===== config.mk =====
export PLATFORM = sky130hd
export DESIGN_NAME = exp_pwm_flat
export DESIGN_NICKNAME = d
export VERILOG_FILES = /design/src/rtl/exp_pwm_pkg.sv /design/src/rtl/exp_pwm_if.sv /design/src/rtl/exp_pwm_counter.sv /design/src/rtl/exp_pwm.sv /design/src/flat_wrapper.sv
export SDC_FILE = /design/constraint.sdc
export NUM_CORES = 1
export LEC_CHECK = 0
export CAP_MARGIN = 20
export CORE_MARGIN = 1
export CORE_UTILIZATION = 51
export CTS_CLUSTER_DIAMETER = 60
export DETAILED_ROUTE_END_ITERATION = 10
export PLACE_DENSITY_LB_ADDON = 0.3
export SLEW_MARGIN = 0
export SYNTH_ARGS = -nofsm -noshare
export SYNTH_HDL_FRONTEND = slang
export SYNTH_HIERARCHICAL = 1
export SYNTH_SLANG_ARGS = --single-unit

===== constraint.sdc =====
create_clock -name clk -period 5.8 [get_ports clk]
set_clock_uncertainty 0.05 [all_clocks]
set_input_delay 0.58 -clock clk [delete_from_list [all_inputs] [get_ports clk]]
set_output_delay 0.58 -clock clk [all_outputs]
set_load 0.01 [all_outputs]

===== src/rtl/exp_pwm_pkg.sv =====
// Shared definitions for the exponential-result PWM consumer.
package exp_pwm_pkg;

    // Width of the exponential engine's result bus. The engine uses it too.
    localparam int EXP_W     = 21;
    // Default counter/duty width. The period is 2^CNT_W ticks.
    localparam int DEF_CNT_W = 8;
    // Default right shift applied to the result before saturation.
    localparam int DEF_SHIFT = 10;

    typedef enum logic {
        IDLE = 1'b0,
        RUN  = 1'b1
    } state_e;

endpackage : exp_pwm_pkg


===== src/rtl/exp_pwm_if.sv =====
// Control and status bundle between the exponential engine side and exp_pwm.
interface exp_pwm_if
    import exp_pwm_pkg::*;
#(
    parameter int CNT_W = DEF_CNT_W
);
    logic             tick;        // counter advance enable
    logic             done;        // exp_in valid strobe
    logic [EXP_W-1:0] exp_in;      // unsigned exponential result
    logic             stop;        // return to IDLE
    logic             pwm;         // registered PWM output
    logic [CNT_W-1:0] duty;        // active duty value
    logic             pending;     // shadow duty waiting for the boundary
    logic             period_end;  // one-cycle wrap pulse

    modport master (
        output tick, done, exp_in, stop,
        input  pwm, duty, pending, period_end
    );

    modport slave (
        input  tick, done, exp_in, stop,
        output pwm, duty, pending, period_end
    );
endinterface : exp_pwm_if


===== src/rtl/exp_pwm_counter.sv =====
// Tick-enabled wrapping period counter with clear and registered wrap pulse.
module pwm_counter
    import exp_pwm_pkg::*;
#(
    parameter int CNT_W = DEF_CNT_W
) (
    input  logic             clk,
    input  logic             rst,
    input  logic             en,      // advance by one this cycle
    input  logic             clr,     // force to zero; wins over en
    output logic [CNT_W-1:0] cnt_o,
    output logic             last_o,  // counter sits at its final value
    output logic             wrap_o   // registered pulse after a wrap
);
    logic [CNT_W-1:0] cnt_q, cnt_d;
    logic             wrap_q, wrap_d;

    assign last_o = (cnt_q == '1);
    assign cnt_o  = cnt_q;
    assign wrap_o = wrap_q;

    // Next count and wrap flag; clear beats advance.
    always_comb begin
        // NOTE: every output gets a default before any branch so no path leaves it unassigned and no latch is inferred.
        cnt_d  = cnt_q;
        wrap_d = 1'b0;
        if (clr) begin
            cnt_d = '0;
        end else if (en) begin
            cnt_d  = cnt_q + CNT_W'(1);
            wrap_d = last_o;
        end
    end

    // Counter and wrap pulse registers with synchronous reset.
    always_ff @(posedge clk) begin
        // NOTE: non-blocking assignments here so every flop samples pre-edge values regardless of statement order.
        if (rst) begin
            cnt_q  <= '0;
            wrap_q <= 1'b0;
        end else begin
            cnt_q  <= cnt_d;
            wrap_q <= wrap_d;
        end
    end
endmodule : pwm_counter


===== src/rtl/exp_pwm.sv =====
// Captures exponential results, saturates them to a duty cycle, double-buffers
// duty changes to period boundaries and plays out a registered PWM signal.
module exp_pwm
    import exp_pwm_pkg::*;
#(
    parameter int SHIFT = DEF_SHIFT,
    parameter int CNT_W = DEF_CNT_W
) (
    input logic      clk,
    input logic      rst,
    exp_pwm_if.slave bus
);
    localparam logic [CNT_W-1:0] DUTY_MAX = '1;

    state_e           state_q, state_d;
    logic [CNT_W-1:0] duty_q, duty_d;
    logic [CNT_W-1:0] shadow_q, shadow_d;
    logic             pending_q, pending_d;
    logic             pwm_q, pwm_d;

    logic [EXP_W-1:0] shifted;
    logic [CNT_W-1:0] sat;
    logic [CNT_W-1:0] cnt;
    logic             cnt_last;
    logic             cnt_en;
    logic             wrap;
    logic             boundary;

    // The counter only runs in RUN; stop clears it in any state.
    assign cnt_en   = (state_q == RUN) && bus.tick;
    assign boundary = cnt_en && cnt_last && !bus.stop;

    pwm_counter #(.CNT_W(CNT_W)) u_counter (
        .clk    (clk),
        .rst    (rst),
        .en     (cnt_en),
        .clr    (bus.stop),
        .cnt_o  (cnt),
        .last_o (cnt_last),
        .wrap_o (wrap)
    );

    // Scale the incoming result and clamp it to the largest duty value.
    always_comb begin
        shifted = bus.exp_in >> SHIFT;
        if (shifted > EXP_W'(DUTY_MAX)) begin
            sat = DUTY_MAX;
        end else begin
            sat = shifted[CNT_W-1:0];
        end
    end

    // FSM, duty shadow buffer and PWM compare; stop outranks done and tick.
    always_comb begin
        state_d   = state_q;
        duty_d    = duty_q;
        shadow_d  = shadow_q;
        pending_d = pending_q;
        pwm_d     = (state_q == RUN) && (cnt < duty_q);
        if (bus.stop) begin
            state_d   = IDLE;
            pending_d = 1'b0;
            pwm_d     = 1'b0;
        end else begin
            unique case (state_q)
                IDLE: begin
                    if (bus.done) begin
                        state_d   = RUN;
                        duty_d    = sat;
                        pending_d = 1'b0;
                    end
                end
                RUN: begin
                    if (boundary && bus.done) begin
                        // A result landing on the boundary goes straight in.
                        duty_d    = sat;
                        pending_d = 1'b0;
                    end else if (bus.done) begin
                        // Last result before the boundary wins.
                        shadow_d  = sat;
                        pending_d = 1'b1;
                    end else if (boundary && pending_q) begin
                        duty_d    = shadow_q;
                        pending_d = 1'b0;
                    end
                end
                default: state_d = IDLE;
            endcase
        end
    end

    // State and output registers; duty is only cleared by reset, never by stop.
    always_ff @(posedge clk) begin
        if (rst) begin
            state_q   <= IDLE;
            duty_q    <= '0;
            shadow_q  <= '0;
            pending_q <= 1'b0;
            pwm_q     <= 1'b0;
        end else begin
            state_q   <= state_d;
            duty_q    <= duty_d;
            shadow_q  <= shadow_d;
            pending_q <= pending_d;
            pwm_q     <= pwm_d;
        end
    end

    assign bus.pwm        = pwm_q;
    assign bus.duty       = duty_q;
    assign bus.pending    = pending_q;
    assign bus.period_end = wrap;
endmodule : exp_pwm


===== src/flat_wrapper.sv =====
// flat-port wrapper written by rule: the top's interface ports become plain ports
module exp_pwm_flat import exp_pwm_pkg::*;
#(
    parameter int SHIFT = DEF_SHIFT,
    parameter int CNT_W = DEF_CNT_W
)
  (clk, rst, bus_tick, bus_done, bus_exp_in, bus_stop, bus_pwm, bus_duty, bus_pending, bus_period_end);
  exp_pwm_if #(.CNT_W(CNT_W)) bus_i ();
  input logic clk;
  input logic rst;
  input wire logic [$bits(bus_i.tick)-1:0] bus_tick;
  input wire logic [$bits(bus_i.done)-1:0] bus_done;
  input wire logic [$bits(bus_i.exp_in)-1:0] bus_exp_in;
  input wire logic [$bits(bus_i.stop)-1:0] bus_stop;
  output wire logic [$bits(bus_i.pwm)-1:0] bus_pwm;
  output wire logic [$bits(bus_i.duty)-1:0] bus_duty;
  output wire logic [$bits(bus_i.pending)-1:0] bus_pending;
  output wire logic [$bits(bus_i.period_end)-1:0] bus_period_end;
  assign bus_i.tick = bus_tick;
  assign bus_i.done = bus_done;
  assign bus_i.exp_in = bus_exp_in;
  assign bus_i.stop = bus_stop;
  assign bus_pwm = bus_i.pwm;
  assign bus_duty = bus_i.duty;
  assign bus_pending = bus_i.pending;
  assign bus_period_end = bus_i.period_end;
  exp_pwm #(.SHIFT(SHIFT), .CNT_W(CNT_W)) u_core (.clk(clk), .rst(rst), .bus(bus_i));
endmodule

==> flow_summary_export.csv, run 1 <==
group,metric,value,unit
status,status,"finished, final reports clean",
setup_path,crit_chain,"nand4_1, or2_2, nor2_1, nand2_1, o21ai_1, nor2_1, o32ai_1",
layout,mostFrequentLayoutCell,"nor2_1",
layout,multi_input_area,769.5,um2
setup_path,path_common_cell,"nor2_1",
clock_tree,cts_resized,0,
place,gp_congestion,0.7641,
synth,yosysWarnings,6,
timing,relSlewSlack,37.68,%
route,avgViaCountPerCell,5.670,
timing,fmax,384.1,MHz
layout,regArea,560.5,um2
layout,nNetsFinal,220,
layout,antenna_cells,0,
die,die_h,54.77,um
setup_path,crit_slowest_cell,"o21ai_1",
die,core,2545,um2
clock_tree,cts_setup_buffers,0,
run,cap_violations,0,
clock_tree,cts_tree,"built",
setup_path,cp_max_fo,16,
grt,grt_start_max_net_pins,22,
route,dr_total_vias,1219,
setup_path,end_kind,"register",
synth,async_flop_share,0,%
synth,synth_area_per_cell,8.607,um2
layout,nFillCells,230,
clock_tree,ctsHoldBuffers,0,
clock_tree,cts_buffer_depth,2,
synth,synth_ff_type,"dfxtp_1",
synth,yosysTopAreaCell,"dfxtp_1",
synth,synth_top_area_share,39.47,%
route,wl_per_cell,14.26,um
route,drcViolationCount,0,
setup_path,start_kind,"register",
timing,rsz0062_at_grt,"false",
clock_tree,clkLatencyLatePin,0.33,ns
die,initial_utilization,55.80,%
grt,antenna_found_initial,0,
die,die_w,54.77,um
synth,ys_top_cells_by_area,"dfxtp_1 (39%), nor2_1 (8.2%), ha_1 (7.0%), o32ai_1 (4.9%), a211oi_1 (4.8%)",
timing,setup_tns,0,ns
synth,syn_inst,165,
place,dpl.cell_count,211,
grt,gr-usage-all-layers,23.26,%
setup_path,arrival,2.80,ns
route,drt_iter0_drc,29,
place,hpwl,2283,um
grt,globalRouteOverflowTotal,0,
layout,drive_above_1_share,5.405,%
layout,final_cell_mix,"nor2_1 (31), dfxtp_1 (28), clkdlybuf4s50_1 (26), nand2b_1 (10)",
clock_tree,cts.sinks,28,
die,dieArea,3000,um2
clock_tree,h-tree-depth,1,
timing,tightest_slew,0.9285,ns
route,wirelength,3066,um
clock_tree,numCtsBuffers,3,
setup_path,worstSetupPathType,"reg2reg",
die,io_pins,37,
synth,synth_fp_nets,199,
power_and_ir_drop,max-vdd-ir-drop,186.5,uV
place,portBuffers,26,
grt,grt_pass1_wl,4933,um
setup_path,critical_path.max_stage_delay,0.76,ns
synth,netlist_area,1420,um2
die,num_rows,18,
hold_path,hp-class,"reg2reg",
layout,final_util,66.57,%
power_and_ir_drop,power_density,205.2,nW/um2
synth,synth_cell_types,36,
timing,fin_crit,2.603,ns
grt,grt_pass1_vias,1180,
route,antenna_left,0,
timing,setup_violations,0,
clock_tree,root_buffer,"clkbuf_4",
timing,slew_viol_final,0,
synth,ys_seq_area_share,39.47,%
power_and_ir_drop,power,347.7,uW
synth,synth-edff-count,0,
synth,ys_seq_elements,28,
route,firstDrtPassIters,4,
clock_tree,path_clk_slew,0.15,ns
timing,finalCritPeriodShare,44.88,%
power_and_ir_drop,power.leakage,0.6192,nW
timing,finalHoldViolations,0,
setup_path,crit_required,5.99,ns
layout,area_growth,19.29,%
layout,final_cell_count_no_fill,215,
==> final timing paths <==
| check | from | end | cells past startpoint | slack [ns] |
|---|---|---|---|---|
| setup / recovery | u_core/u_counter/cnt_o[3] | u_core/bus.duty[7] | 7 | 3.20 |
| hold / removal | u_core/shadow_q[1] | u_core/shadow_q[1] | 2 | 0.46 |
| setup reg to reg | u_core/u_counter/cnt_o[3] | u_core/bus.duty[7] | 7 | 3.20 |
| hold reg to reg | u_core/shadow_q[1] | u_core/shadow_q[1] | 2 | 0.46 |
==> sequential cells by signal (all words and copies together) (netlist names) <==
name / cells
u_core/bus.duty: 8
u_core/shadow_q: 8
u_core/u_counter/cnt_o: 8
u_core/bus.pending: 1
u_core/bus.pwm: 1
u_core/state_q: 1
u_core/u_counter/wrap_o: 1
==> layout make-up <==
cell class	instances	area share, %
flip-flops and latches	28	33.09
multi-input cells	119	45.42
inverters	8	1.773
repair buffers	26	15.36
clock buffers	4	2.142
well taps	30	2.216
==> kinds of logic (layout without fill, tap and decap cells) <==
family / after synthesis / after routing / synth area share [%]
DFF: 28 / 28 / 39.47
AOI/OAI and AO/OA: 31 / 31 / 16.48
and+or+nand+nor: 74 / 74 / 26.78
xor gates and xnor gates: 4 / 4 / 2.467
adders and majority gates: 8 / 8 / 7.049
muxes: 2 / 2 / 1.410
buffers and inverters: 18 / 38 / 6.343
==> worst max-delay path, delay by kind of cell, from the launching register on <==
family             cells  cell delay [ns]
DFF                    1             0.47
AOI/OAI and AO/OA      2             1.08
and+or+nand+nor        5             0.92
==> cells in the mapped netlist (3+ instances only) <==
master	number
ha_1	8
xor2_1	3
and2_1	9
clkbuf_1	4
nand2_1	6
inv_1	8
nor2_1	31
dfxtp_1	28
or3_1	4
o21ai_0	4
a21oi_1	4
nand2b_1	10
a211oi_1	9
o32ai_1	8
==> layer usage <==
layer / up-vias / share of wire [%] / GRT usage (%)
met2: 27 / 50 / 43.78
met1: 578 / 45 / 25.29
met4: 0 / 0.65 / 5.128
met3: 2 / 4.1 / 6.389
met5: - / 0 / 0
li1: 612 / - / -
==> power by group <==
part	internal (mW)	total, mW	switching [mW]
clock	0.0385	0.0935	0.0550
sequential	0.199	0.204	0.00548
combinational	0.0276	0.0501	0.0226
==> stage by stage <==
stage          setup WS (ns)  cell area (um2)  hold WS [ns]
3_5_place_dp           3.151             1658        0.4452
5_1_grt                2.991             1694        0.4834
3_3_place_gp           3.282             1658        0.4374
4_1_cts                3.205             1694        0.4646
2_1_floorplan          3.792             1420        0.4245
6_report               3.197             1694        0.4636
Note: power is estimated with default switching activity, not from simulation.
==> inputs of run 2 (changes only) <==
Settings changed: CORE_UTILIZATION 51 to 43.
Clock period 5.8 ns to 2.1 ns, I/O delays scaled along.
==> flow_summary_export.csv, run 2 (same netlist as run 1, synthesis figures left out) <==
group,metric,value,unit
setup_path,start_kind,"register",
setup_path,worstSetupPathType,"reg2reg",
hold_path,worstHoldPathCells,3,
route,antenna_left,0,
die,core,3103,um2
route,wirelength,3011,um
clock_tree,cts_buffer_depth,2,
timing,slew_viol_final,0,
run,cap_violations,0,
timing,setup_tns,0,ns
timing,finalHoldViolations,0,
power_and_ir_drop,max-vdd-ir-drop,355.8,uV
clock_tree,h-tree-depth,1,
grt,grt_pass1_vias,1156,
grt,gr-usage-all-layers,18.96,%
timing,setup_violations,0,
grt,globalRouteOverflowTotal,0,
die,dieArea,3537,um2
setup_path,crit_required,2.31,ns
clock_tree,path_clk_slew,0.16,ns
power_and_ir_drop,power_density,593.4,nW/um2
timing,fmax,503.6,MHz
status,status,"finished, final reports clean",
route,wl_per_cell,12.81,um
layout,mostFrequentLayoutCell,"nor2_1",
layout,final_cell_count_no_fill,235,
route,avgViaCountPerCell,5.238,
timing,relSlewSlack,63.67,%
setup_path,end_kind,"register",
die,num_rows,20,
route,firstDrtPassIters,4,
layout,final_cell_mix,"nor2_1 (30), clkdlybuf4s50_1 (26), dfxtp_1 (26), nand2b_1 (10)",
layout,nNetsFinal,226,
setup_path,cp_max_fo,8,
clock_tree,clkLatencyLatePin,0.34,ns
die,initial_utilization,45.77,%
die,die_h,59.47,um
setup_path,arrival,2.19,ns
grt,grt_start_max_net_pins,17,
timing,finalCritPeriodShare,94.55,%
timing,fin_crit,1.986,ns
clock_tree,cts_tree,"built",
layout,area_growth,26.34,%
die,io_pins,37,
layout,drive_above_1_share,10.47,%
grt,grt_pass1_wl,5030,um
hold_path,hp-class,"in2reg",
layout,antenna_cells,0,
clock_tree,root_buffer,"clkbuf_4",
route,dr_total_vias,1231,
die,die_w,59.47,um
grt,antenna_found_initial,0,
place,portBuffers,26,
place,dpl.cell_count,231,
timing,holdWs,0.4426,ns
place,hpwl,2213,um
clock_tree,numCtsBuffers,3,
route,drcViolationCount,0,
setup_path,reg2reg_depth,7,
route,drt_iter0_drc,31,
timing,tightest_slew,0.5446,ns
power_and_ir_drop,power.leakage,0.6670,nW
clock_tree,cts.sinks,28,
place,gp_congestion,0.7938,
## run 2: timing repair
| action | in CTS | in global routing |
|---|---|---|
| hold buffers | 0 | 0 |
| buffers inserted | 0 | 0 |
| setup endpoints to repair | 0 | 13 |
| resized for setup | 0 | 6 |
## run 2: layout make-up
type,instances,area [um2]
fillers,330,1309
multi-input cells,119,784.5
flip-flops and latches,28,563.0
repair buffers,32,309.0
well taps,44,55.05
clock inverters,1,30.03
inverters,8,30.03
clock buffers,3,22.52
## run 2: where the power goes
group | switching [mW] | leakage (nW) | internal (mW) | total (mW)
Sequential | 0.0154 | 0.229 | 0.549 | 0.564
Clock | 0.162 | 0.0279 | 0.193 | 0.355
Combinational | 0.0626 | 0.411 | 0.0829 | 0.145
## run 2: path summary, 6_finish.rpt
kind / from / endpoint / slack [ns]
max: u_core/u_counter/cnt_o[6] / u_core/bus.duty[3] / 0.11
min: bus_exp_in[11] / u_core/shadow_q[1] / 0.44
max reg2reg: u_core/u_counter/cnt_o[6] / u_core/bus.duty[3] / 0.11
min reg2reg: u_core/shadow_q[4] / u_core/shadow_q[4] / 0.46
## run 2: critical path, stage by stage (launching register included)
cell	delay, ns
dfxtp_2	0.38
nand4_1	0.15
or2_2	0.33
nor2_2	0.16
nand2_1	0.14
a211oi_4	0.28
nand2b_4	0.13
o32ai_1	0.31
## run 2: metrics by stage
stage / cell area [um2] / power, mW / util (%) / setup slack, ns
floorplan: 1420 / 0.6468 / - / 0.09198
global placement: 1720 / 0.7136 / 55.44 / 0.08182
detailed placement: 1720 / 0.7163 / 55.44 / 0.02975
CTS: 1773 / 1.072 / 57.14 / 0.002078
global route: 1794 / 1.118 / 57.82 / -0.001673
finish: 1794 / 1.065 / 57.82 / 0.1143
## run 2: metal layers
metal | share of wire [%] | vias up | track usage [%]
met4 | 0.93 | 0 | 6.803
met2 | 49 | 21 | 32.91
met5 | 0 | - | 0
li1 | - | 626 | -
met3 | 3.0 | 4 | 2.838
met1 | 47 | 580 | 23.65
